===== config.mk =====
export PLATFORM = sky130hd
export DESIGN_NAME = seg_scan_ctrl
export DESIGN_NICKNAME = d
export VERILOG_FILES = /design/src/rtl/seg_pkg.sv /design/src/rtl/seg_hex_decode.sv /design/src/rtl/seg_scan_ctrl.sv
export SDC_FILE = /design/constraint.sdc
export NUM_CORES = 1
export LEC_CHECK = 0
export CAP_MARGIN = 20
export CORE_MARGIN = 5
export CORE_UTILIZATION = 50
export CTS_CLUSTER_DIAMETER = 40
export DETAILED_ROUTE_END_ITERATION = 12
export PLACE_DENSITY = 0.74
export SETUP_SLACK_MARGIN = 0.1
export SLEW_MARGIN = 15
export SYNTH_ARGS = -nofsm -noshare
export SYNTH_HDL_FRONTEND = slang
export SYNTH_HIERARCHICAL = 1
export SYNTH_SLANG_ARGS = --single-unit

===== constraint.sdc =====
create_clock -name clk -period 4.2 [get_ports clk]
set_clock_uncertainty 0.2 [all_clocks]
set_input_delay 0.63 -clock clk [delete_from_list [all_inputs] [get_ports clk]]
set_output_delay 0.63 -clock clk [all_outputs]
set_load 0.1 [all_outputs]

===== src/rtl/seg_pkg.sv =====
// Shared constants and hex-to-segment glyph table for the seven-segment display.
// Latency: none (constants and a pure function).
// Backpressure: none.
package seg_pkg;

  localparam int         NUM_DIGITS = 4;
  localparam logic [6:0] SEG_OFF    = 7'h7F;
  localparam logic [3:0] AN_OFF     = 4'hF;

  // Active-low glyphs, bit 0 = segment a ... bit 6 = segment g; b and d are lowercase.
  function automatic logic [6:0] hex_to_seg(input logic [3:0] nib);
    logic [6:0] s;
    s = SEG_OFF;
    case (nib)
      4'h0: s = 7'h40;
      4'h1: s = 7'h79;
      4'h2: s = 7'h24;
      4'h3: s = 7'h30;
      4'h4: s = 7'h19;
      4'h5: s = 7'h12;
      4'h6: s = 7'h02;
      4'h7: s = 7'h78;
      4'h8: s = 7'h00;
      4'h9: s = 7'h10;
      4'hA: s = 7'h08;
      4'hB: s = 7'h03;
      4'hC: s = 7'h46;
      4'hD: s = 7'h21;
      4'hE: s = 7'h06;
      4'hF: s = 7'h0E;
      default: s = SEG_OFF;
    endcase
    return s;
  endfunction

endpackage


===== src/rtl/seg_hex_decode.sv =====
// Combinational 4-bit hex nibble to active-low seven-segment pattern.
// Latency: 0 cycles (pure combinational).
// Backpressure: none.
module seg_hex_decode
  import seg_pkg::*;
(
  input  logic [3:0] nibble,
  output logic [6:0] seg
);

  // Table lookup shared with every other display user.
  always_comb begin
    seg = hex_to_seg(nibble);
  end

endmodule


===== src/rtl/seg_scan_ctrl.sv =====
// Four-digit common-anode scan controller with per-digit blink and dp; SEG_SCAN_LZ_BLANK_EN adds leading-zero blanking.
// Latency: outputs registered, 1 cycle after an index/phase change; data snapshotted once per frame.
// Backpressure: none; en=0 darkens the display and freezes all counters.
module seg_scan_ctrl
  import seg_pkg::*;
#(
  parameter int REFRESH_DIV = 100000,
  parameter int BLINK_DIV   = 25000000
) (
  input  logic        clk,
  input  logic        rst_n,
  input  logic        en,
  input  logic [15:0] value,
  input  logic [3:0]  dp_mask,
  input  logic [3:0]  blink_mask,
  output logic [3:0]  an,
  output logic [6:0]  seg,
  output logic        dp,
  output logic        blink_phase,
  output logic        frame_start
);

  localparam int RW = (REFRESH_DIV > 1) ? $clog2(REFRESH_DIV) : 1;
  localparam int BW = (BLINK_DIV > 1) ? $clog2(BLINK_DIV) : 1;

  logic [RW-1:0]           ref_cnt;
  logic [BW-1:0]           blink_cnt;
  logic [1:0]              idx;
  logic [15:0]             sh_value;
  logic [NUM_DIGITS-1:0]   sh_dp;
  logic [NUM_DIGITS-1:0]   sh_blink;
  logic                    loaded;

  logic                    ref_tc;
  logic                    blink_tc;
  logic                    wrap;
  logic                    snap;
  logic [3:0]              cur_nib;
  logic [6:0]              dec_seg;
  logic [NUM_DIGITS-1:0]   lz_blank;
  logic                    digit_off;
  logic [6:0]              seg_next;
  logic                    dp_next;

  assign ref_tc   = (ref_cnt == RW'(REFRESH_DIV - 1));
  assign blink_tc = (blink_cnt == BW'(BLINK_DIV - 1));
  assign wrap     = en && ref_tc && (idx == 2'd3);
  // Snapshot on every frame wrap, and on the very first enabled cycle so the display
  // does not sit on reset data for a whole frame.
  assign snap     = en && (wrap || !loaded);

  // Refresh counter and digit index; both freeze while en is low.
  always_ff @(posedge clk) begin
    if (!rst_n) begin
      ref_cnt <= '0;
      idx     <= 2'd0;
    end else if (en) begin
      if (ref_tc) begin
        ref_cnt <= '0;
        idx     <= idx + 2'd1;
      end else begin
        ref_cnt <= ref_cnt + 1'b1;
      end
    end
  end

  // Blink counter and phase, free of any coupling to the refresh counter.
  always_ff @(posedge clk) begin
    if (!rst_n) begin
      blink_cnt   <= '0;
      blink_phase <= 1'b1;
    end else if (en) begin
      if (blink_tc) begin
        blink_cnt   <= '0;
        blink_phase <= ~blink_phase;
      end else begin
        blink_cnt <= blink_cnt + 1'b1;
      end
    end
  end

  // Shadow registers: displayed data only changes at frame boundaries so a frame never tears.
  always_ff @(posedge clk) begin
    if (!rst_n) begin
      sh_value    <= '0;
      sh_dp       <= '0;
      sh_blink    <= '0;
      loaded      <= 1'b0;
      frame_start <= 1'b0;
    end else begin
      frame_start <= wrap;
      if (snap) begin
        sh_value <= value;
        sh_dp    <= dp_mask;
        sh_blink <= blink_mask;
        loaded   <= 1'b1;
      end
    end
  end

  assign cur_nib = sh_value[{idx, 2'b00} +: 4];

  seg_hex_decode u_dec (
    .nibble (cur_nib),
    .seg    (dec_seg)
  );

  // Leading-zero mask: a digit blanks only if it and every higher digit hold zero; digit 0 never blanks.
  always_comb begin
    lz_blank = '0;
`ifdef SEG_SCAN_LZ_BLANK_EN
    lz_blank[3] = (sh_value[15:12] == 4'h0);
    lz_blank[2] = lz_blank[3] && (sh_value[11:8] == 4'h0);
    lz_blank[1] = lz_blank[2] && (sh_value[7:4] == 4'h0);
    lz_blank[0] = 1'b0;
`endif
  end

  // Per-digit blink gate and dp; the anode stays on so a blanked digit never changes ghosting.
  always_comb begin
    digit_off = sh_blink[idx] && !blink_phase;
    seg_next  = (digit_off || lz_blank[idx]) ? SEG_OFF : dec_seg;
    dp_next   = digit_off ? 1'b1 : ~sh_dp[idx];
  end

  // Registered pin drivers; dark whenever en is low.
  always_ff @(posedge clk) begin
    if (!rst_n) begin
      an  <= AN_OFF;
      seg <= SEG_OFF;
      dp  <= 1'b1;
    end else if (en) begin
      an  <= ~(4'b0001 << idx);
      seg <= seg_next;
      dp  <= dp_next;
    end else begin
      an  <= AN_OFF;
      seg <= SEG_OFF;
      dp  <= 1'b1;
    end
  end

endmodule


======== Word level (Yosys, flattened, before mapping) ========
Memories as Yosys holds them, arrays and structs flattened. A register that Yosys moved wholly into a read port is not among the register bits.
Index checks and enable logic that the tools add are counted.
cells by class
  $add $sub $neg .......................... 3
  $lt $le $gt $ge ......................... 1
  eq/ne operators ......................... 3
  shift-type cells ........................ 2
  mux-type cells .......................... 8
  bitwise gates (word level) .............. 5
  reduce and logical (&&, ||, !) cells .... 13
operators by type and width
  operator                                            number
  adder 25 x 1 -> 25 bit, second input constant       1
  == test 25 bit, second input constant               1
  two-way mux 25 bit                                  1
  adder 17 x 1 -> 17 bit, second input constant       1
  == test 17 bit, second input constant               1
  two-way mux 17 bit                                  1
  indexed part select 16 x 5 -> 4 bit                 1
  binary-select mux 1 bit (select 2 bit)              3
  AND reduction 2 bit                                 3
  OR reduction 3 bit                                  2
  logical AND 1 bit                                   4
  NOT 1 bit                                           4
  NOT 4 bit                                           1
  << shifter 1 x 2 -> 4 bit, first input constant     1
  < comparator 2 x 3 -> 1 bit, second input constant  1
  two-way mux 1 bit                                   3
  adder 2 x 1 -> 2 bit, second input constant         1
  == test 2 bit, second input constant                1
  zero test 1 bit                                     2
  logical OR 1 bit                                    2
storage, ports and cells
  flip-flop bits (word level) ............. 76
  ROM bits ................................ 112
  input bits .............................. 27
  output and inout port bits .............. 14
  word-level logic and storage cells ...... 47
  memories ................................ 1
memory list
  name              depth  bits a word  rd ports  clocked after memory_dff  write ports  RTL line       RTL
  (name not given)  16     7            1         1                         0            seg_pkg.sv:14  case (nib)

======== Longest topological paths before layout ========
Gate-level depths: netlist of the first run.
  word-level depth ........................ 5
  gate-level depth with buffers ........... 8
  depth with buffers taken out ............ 7

======== Modules after synthesis ========
The synthesis of the first run kept the hierarchy.
modules (own cells, without submodules)
  module          instances  cells an instance  area each (um2)  seq. area each (um2)
  seg_scan_ctrl   1          426                3,817.4          1,661.6
  seg_hex_decode  1          32                 275.3            0.0

======== Worst setup path after synthesis of the first run ========
Ideal clock, no wire load.
  kind .................................... reg2reg
  start ................................... register idx[0]
  end ..................................... register seg[0]
  setup time .............................. 0.063 ns
  arrival time ............................ 2.360 ns
  data required time ...................... 3.937 ns
  slack ................................... 1.577 ns
  stages on the path, launching flop included .. 9
  path buffers ............................ 1
  clock period less this slack ............ 2.623 ns
  cells stage by stage .................... dfxtp_1 clkbuf_1 mux4_2 inv_1 ha_1 and2b_2 or3b_1 o21ai_0 nand2b_1
on the way
  elaborated cells on any way between the ends .. 8
  those cells by class .................... shift (1); mux (4); reduce/logical (3)
RTL lines
  item                                 RTL line              RTL
  start: declaration                   seg_scan_ctrl.sv:28   logic [1:0] idx;
  start signal: assignment             seg_scan_ctrl.sv:60   idx <= idx + 2'd1;
  indexed part select 16 x 5 -> 4 bit  seg_scan_ctrl.sv:101  assign cur_nib = sh_value[{idx, 2'b00} +: 4];
  net cur_nib[1]                       seg_scan_ctrl.sv:38   logic [3:0] cur_nib;
  end: declaration                     seg_scan_ctrl.sv:17   output logic [6:0] seg,
The timed path passes the listed nets, and every way through them passes these cells. The select of a mux whose other input is x is not followed.
A chain may end at the register's enable or synchronous reset.

==> metrics, run 1 <==
EDFF count, synth=0; register bit count reported by yosys=83; Die Span X=100 um; Slew Limit Headroom=33.4%; fraction of the mapped netlist area in adder cells=3.97%; die area=10,100 um^2; Antenna diodes=0; post-synthesis simple-gate area fraction=26.5%; FFs w/ async S/R, synth=0%; TritonRoute pass-1 iters=4; Clock Sinks=83; Finished Cell Area=4730 um^2; FMAX=347 MHz; vias in the first global route=3,173; Routability Congestion=0.857; # port buffers=40; HPWL Detailed=6.11 mm; FP Rows=33; hold buffers post-CTS=0; clk_lat worst skew=350 ps; CTS tree=yes; # fillers=739; worst hold margin=265 ps; most common cell after layout, fill and taps aside=dfxtp_1; setup tns final=0 ps; Hold Path Class=flip-flop to flip-flop; GRT Total Usage=17.2%; critical path class=input port to flip-flop; mapped cell area=4090 um^2; total CTS buffers=9; total congestion overflow=0; RSZ-0062 raised after global routing=false; max-cap viol count=0; Multi-input gate area=2260 um^2; Detail Route Antenna Nets=0; Mapped Avg Cell Area=8.94 um^2; largest family of logic cells by synthesized area=simple AND/OR/NAND/NOR gates; min cycle time layout=2880 ps; Post-synth top flop=dfxtp_1; antenna violations before repair=0; Net Count, Synth=498; ratio of final minimum period to clock period=68.6%; register area share after synthesis=40.6%; CTS resizes=0; root buf cell=clkbuf_8; crit start category=input port; vias per cell=5.63; maximum VDD drop=260 uV; first-pass GRT wire length=14.3 mm; Cells after Synth=458; area occupied by registers=1660 um^2; post-synthesis compound-gate area fraction=9.26%; Placed Area=4510 um^2; final wirelength=8.51 mm; outcome=finished, final reports clean; Clock transition at path regs=80 ps; Die H=100 um; Critical Path Fanout Max=16; Synth cell types=49; H-tree depth=3; pin count of the biggest net entering global routing=59; CP arrival=2970 ps; Req. time, crit path=4280 ps; Vias=3,364; post-synthesis mux area share=11.1%; Hold Vio Cnt, Final=0; I/O Pins=41; most frequent cells in the layout=dfxtp_1, nand2_1, clkdlybuf4s50_1; Final setup viols=0; CTS Buffer Depth=2; Layout area overhead=15.5%; share of cells above drive strength 1=6.50%; Yosys warning total=6; Power per Cell Area=341 nW/um^2; Detailed Route Iter0 Violations=159; Total Power=1.61 mW; Initial Util=50.6%; DRC Markers=0; xor/xnor share of the synthesized area=4.28%; Routed wire per std cell=14.2 um; Final Net Count=528; Core ar.=8090 um^2; worst slew pin tran=996 ps; Max Slew Vio Count=0; CP Capture Type=flip-flop; cell leakage power=1.72 nW; setup bufs post-CTS=0; fin util=58.4%
routing by layer:
layer  global-route usage (%)  up-vias  wire length (um)
met2                     30.0       60              4320
met1                     20.8     1594              3760
met3                     4.36        7               329
li1                         -     1703                 -
met5                        0        -                 0
met4                     5.60        0                97
cell usage after synthesis, drive strengths merged, types with 4 or more instances:
master  number  share of area (%)
dfxtp       83                 41
nand2b       8                1.2
nor4         4               0.61
inv         12                1.1
nand4       16                2.4
xor2        10                2.1
nor3         8               0.98
or4         11                2.1
nor2        31                2.8
a21oi       20                2.4
o21ai       14                1.8
o31ai        9                1.7
xnor2       10                2.1
ha          13                4.0
nand2       79                7.2
mux4         7                3.9
and4         9                1.9
or3          8                1.2
clkbuf      16                1.5
mux2i       28                6.8
buf          7                1.5
nand3       20                2.4
and3         8                1.2
worst paths after layout:
path,from,to,slack [ps],depth (start not counted)
hold reg to reg,sh_value[15],sh_value[15],260,2
setup reg to reg,idx[0],seg[0],1430,7
hold / removal,sh_value[15],sh_value[15],260,2
setup / recovery,en,blink_cnt[14],1320,5
flip-flops by register name (all words and copies together), names as in the netlist:
name,count
loaded,1
frame_start,1
blink_phase,1
an,4
sh_dp,4
ref_cnt,17
sh_blink,4
idx,2
sh_value,16
seg,7
blink_cnt,25
dp,1
metrics by stage:
stage,cells,setup WS [ps]
2_1_floorplan,458,1580
3_3_place_gp,582,1080
3_5_place_dp,582,977
4_1_cts,597,1360
5_1_grt,597,1120
6_report,597,1320
power breakdown:
part           leakage [nW]  internal, mW  switching [mW]
registers             0.676         0.810          0.0123
clock network         0.109         0.333           0.284
logic                 0.932        0.0710           0.103
total                  1.72          1.21           0.399
layout make-up:
| class | instances | share of cell area (%) |
|---|---|---|
| multi-input cells | 338 | 47.7 |
| flip-flops and latches | 83 | 35.2 |
| repair buffers | 42 | 8.68 |
| well taps | 105 | 2.78 |
| clock buffers | 9 | 2.62 |
| clock inverters | 6 | 1.93 |
| inverters | 14 | 1.11 |
critical path, cell delays in order:
cell and delay (ps):
clkdlybuf4s50_1 830, and4_1 400, nand3_1 350, or4_1 600, a21oi_1 150
cell families after synthesis:
family / after synthesis
adders and majority gates: 13
DFF: 83
muxes: 36
AOI/OAI and AO/OA: 56
buffers and inverters: 37
and+or+nand+nor: 213
xor gates and xnor gates: 20
No activity file was read; power rests on OpenSTA's default activity.
==> run 2: changes to the inputs <==
- clock period: 4.2 -> 2.9 ns (I/O delays scaled with it)
==> metrics, run 2 (synthesized netlist as in run 1, its figures left out) <==
max-cap viol count=0; area occupied by registers=1660 um^2; most frequent cells in the layout=dfxtp_1, nand2_1, nor2_1; hold path depth=2; setup tns final=0 ps; HPWL Detailed=6.09 mm; Clk network pwr share=35.9%; critical path class=flip-flop to flip-flop; worst reg2reg path depth=7; vias in the first global route=3,159; final wirelength=8.54 mm; DRC Markers=0; CP max stage delay=620 ps; crit path buf inv count=1; CTS resizes=0; hold buffers post-CTS=0; CP max-delay cell=mux4_2; most common cell after layout, fill and taps aside=dfxtp_1; setup bufs post-CTS=0; top flop regs=blink_cnt x25, ref_cnt x17, sh_value x16; Detailed Route Iter0 Violations=154; Reg with most FFs=blink_cnt; pin count of the biggest net entering global routing=56; Total Power=2.26 mW; Slew Limit Headroom=34.3%; Max Slew Vio Count=0; CTS tree=yes; min cycle time layout=2560 ps; CP delay by family, top=simple AND/OR/NAND/NOR gates; vias per cell=5.62; Die H=100 um; critical path depth in cells=7; cell leakage power=1.73 nW; root buf cell=clkbuf_8; Sw Ratio=25.9%; # fillers=739; Final Net Count=533; worst slew pin tran=982 ps; Critical Path Fanout Max=6; FMAX=391 MHz; Largest register FFs=25; clk_lat worst skew=350 ps; antenna violations before repair=0; met1 usage=22.3%; met2 usage=30.2%; Routed wire per std cell=14.2 um; Reg power frac=52.9%; TritonRoute pass-1 iters=5; Int Pwr=1.67 mW; CTS Buffer Depth=2; Die Span X=100 um; Routability Congestion=0.866; Antenna diodes=0; Detail Route Antenna Nets=0; outcome=finished, final reports clean; Core ar.=8090 um^2; total CTS buffers=9; total congestion overflow=0; Hold Vio Cnt, Final=0; GRT Total Usage=17.8%; Comb power frac=11.2%; FP Rows=33; first-pass GRT wire length=14.7 mm; maximum VDD drop=275 uV; share of cells above drive strength 1=10.3%; Power per Cell Area=479 nW/um^2; GR Layer Usage met3=4.64%; die area=10,100 um^2; GR peak layer=met2; Psw=0.585 mW; Req. time, crit path=3000 ps; crit path cell chain=mux4_2 -> inv_1 -> ha_1 -> and2b_2 -> or3b_1 -> o21ai_0 -> nand2b_1; Clock Sinks=83; ratio of final minimum period to clock period=88.3%; CP arrival=2660 ps; Initial Util=50.6%; Vias=3,381; Multi-input gate area=2260 um^2; CP Capture Type=flip-flop; # port buffers=40; Hold Path Class=input port to flip-flop; H-tree depth=3; Final setup viols=0; I/O Pins=41; Layout area overhead=15.0%; RSZ-0062 raised after global routing=false; crit start category=flip-flop; Clock transition at path regs=80 ps
==> run 2: cell types whose count changed in the layout (fill, tap and decap cells not counted), sizes merged <==
cell,change
buf,+19
clkdlybuf4s50,-14
clkinvlp,+2
bufinv,-1
clkinv,-1
==> run 2: final timing paths <==
| kind | from | endpoint | slack (ps) |
|---|---|---|---|
| worst max register to register | idx[0] | seg[0] | 340 |
| worst min-delay path | rst_n | blink_phase | 110 |
| worst min register to register | sh_dp[3] | sh_dp[3] | 260 |
| worst max-delay path | idx[0] | seg[0] | 340 |
==> run 2: per-stage QoR <==
stage                     cell area, um^2  hold slack, ps  util [%]  setup slack [ps]  instances
after floorplan                      4090             235         -               277        458
after global placement               4510             242      55.8               412        587
after detailed placement             4510             250      55.8               347        587
after CTS                            4710             101      58.1               327        602
after global routing                 4710             119      58.1               205        602
final                                4710             112      58.1               341        602
==> run 2: per-layer routing <==
layer	wire [um]	share of wire, %
met5	0	0
met4	89	1.0
met3	398	4.7
met2	4190	49
met1	3870	45
==> run 2: power groups by stage <==
stage	combinational (mW)	clock [mW]	sequential, mW
floorplan	0.125	0	1.27
global placement	0.248	0	1.22
detailed placement	0.253	0	1.22
CTS	0.254	0.837	1.19
global route	0.275	0.881	1.20
finish	0.253	0.811	1.19
==> run 2: final cells by class <==
type | count | area share, %
Inverter | 14 | 1.12
Clock inverter | 6 | 1.44
Tap cell | 105 | 2.79
Multi-Input combinational cell | 338 | 47.9
Timing Repair Buffer | 47 | 8.77
Clock buffer | 9 | 2.63
Sequential cell | 83 | 35.3
==> run 2: worst register-to-register path, stage by stage, from the launching register on <==
cell and delay (ps):
dfxtp_1 540, mux4_2 620, inv_1 180, ha_1 210, and2b_2 240, or3b_1 360, o21ai_0 60, nand2b_1 110
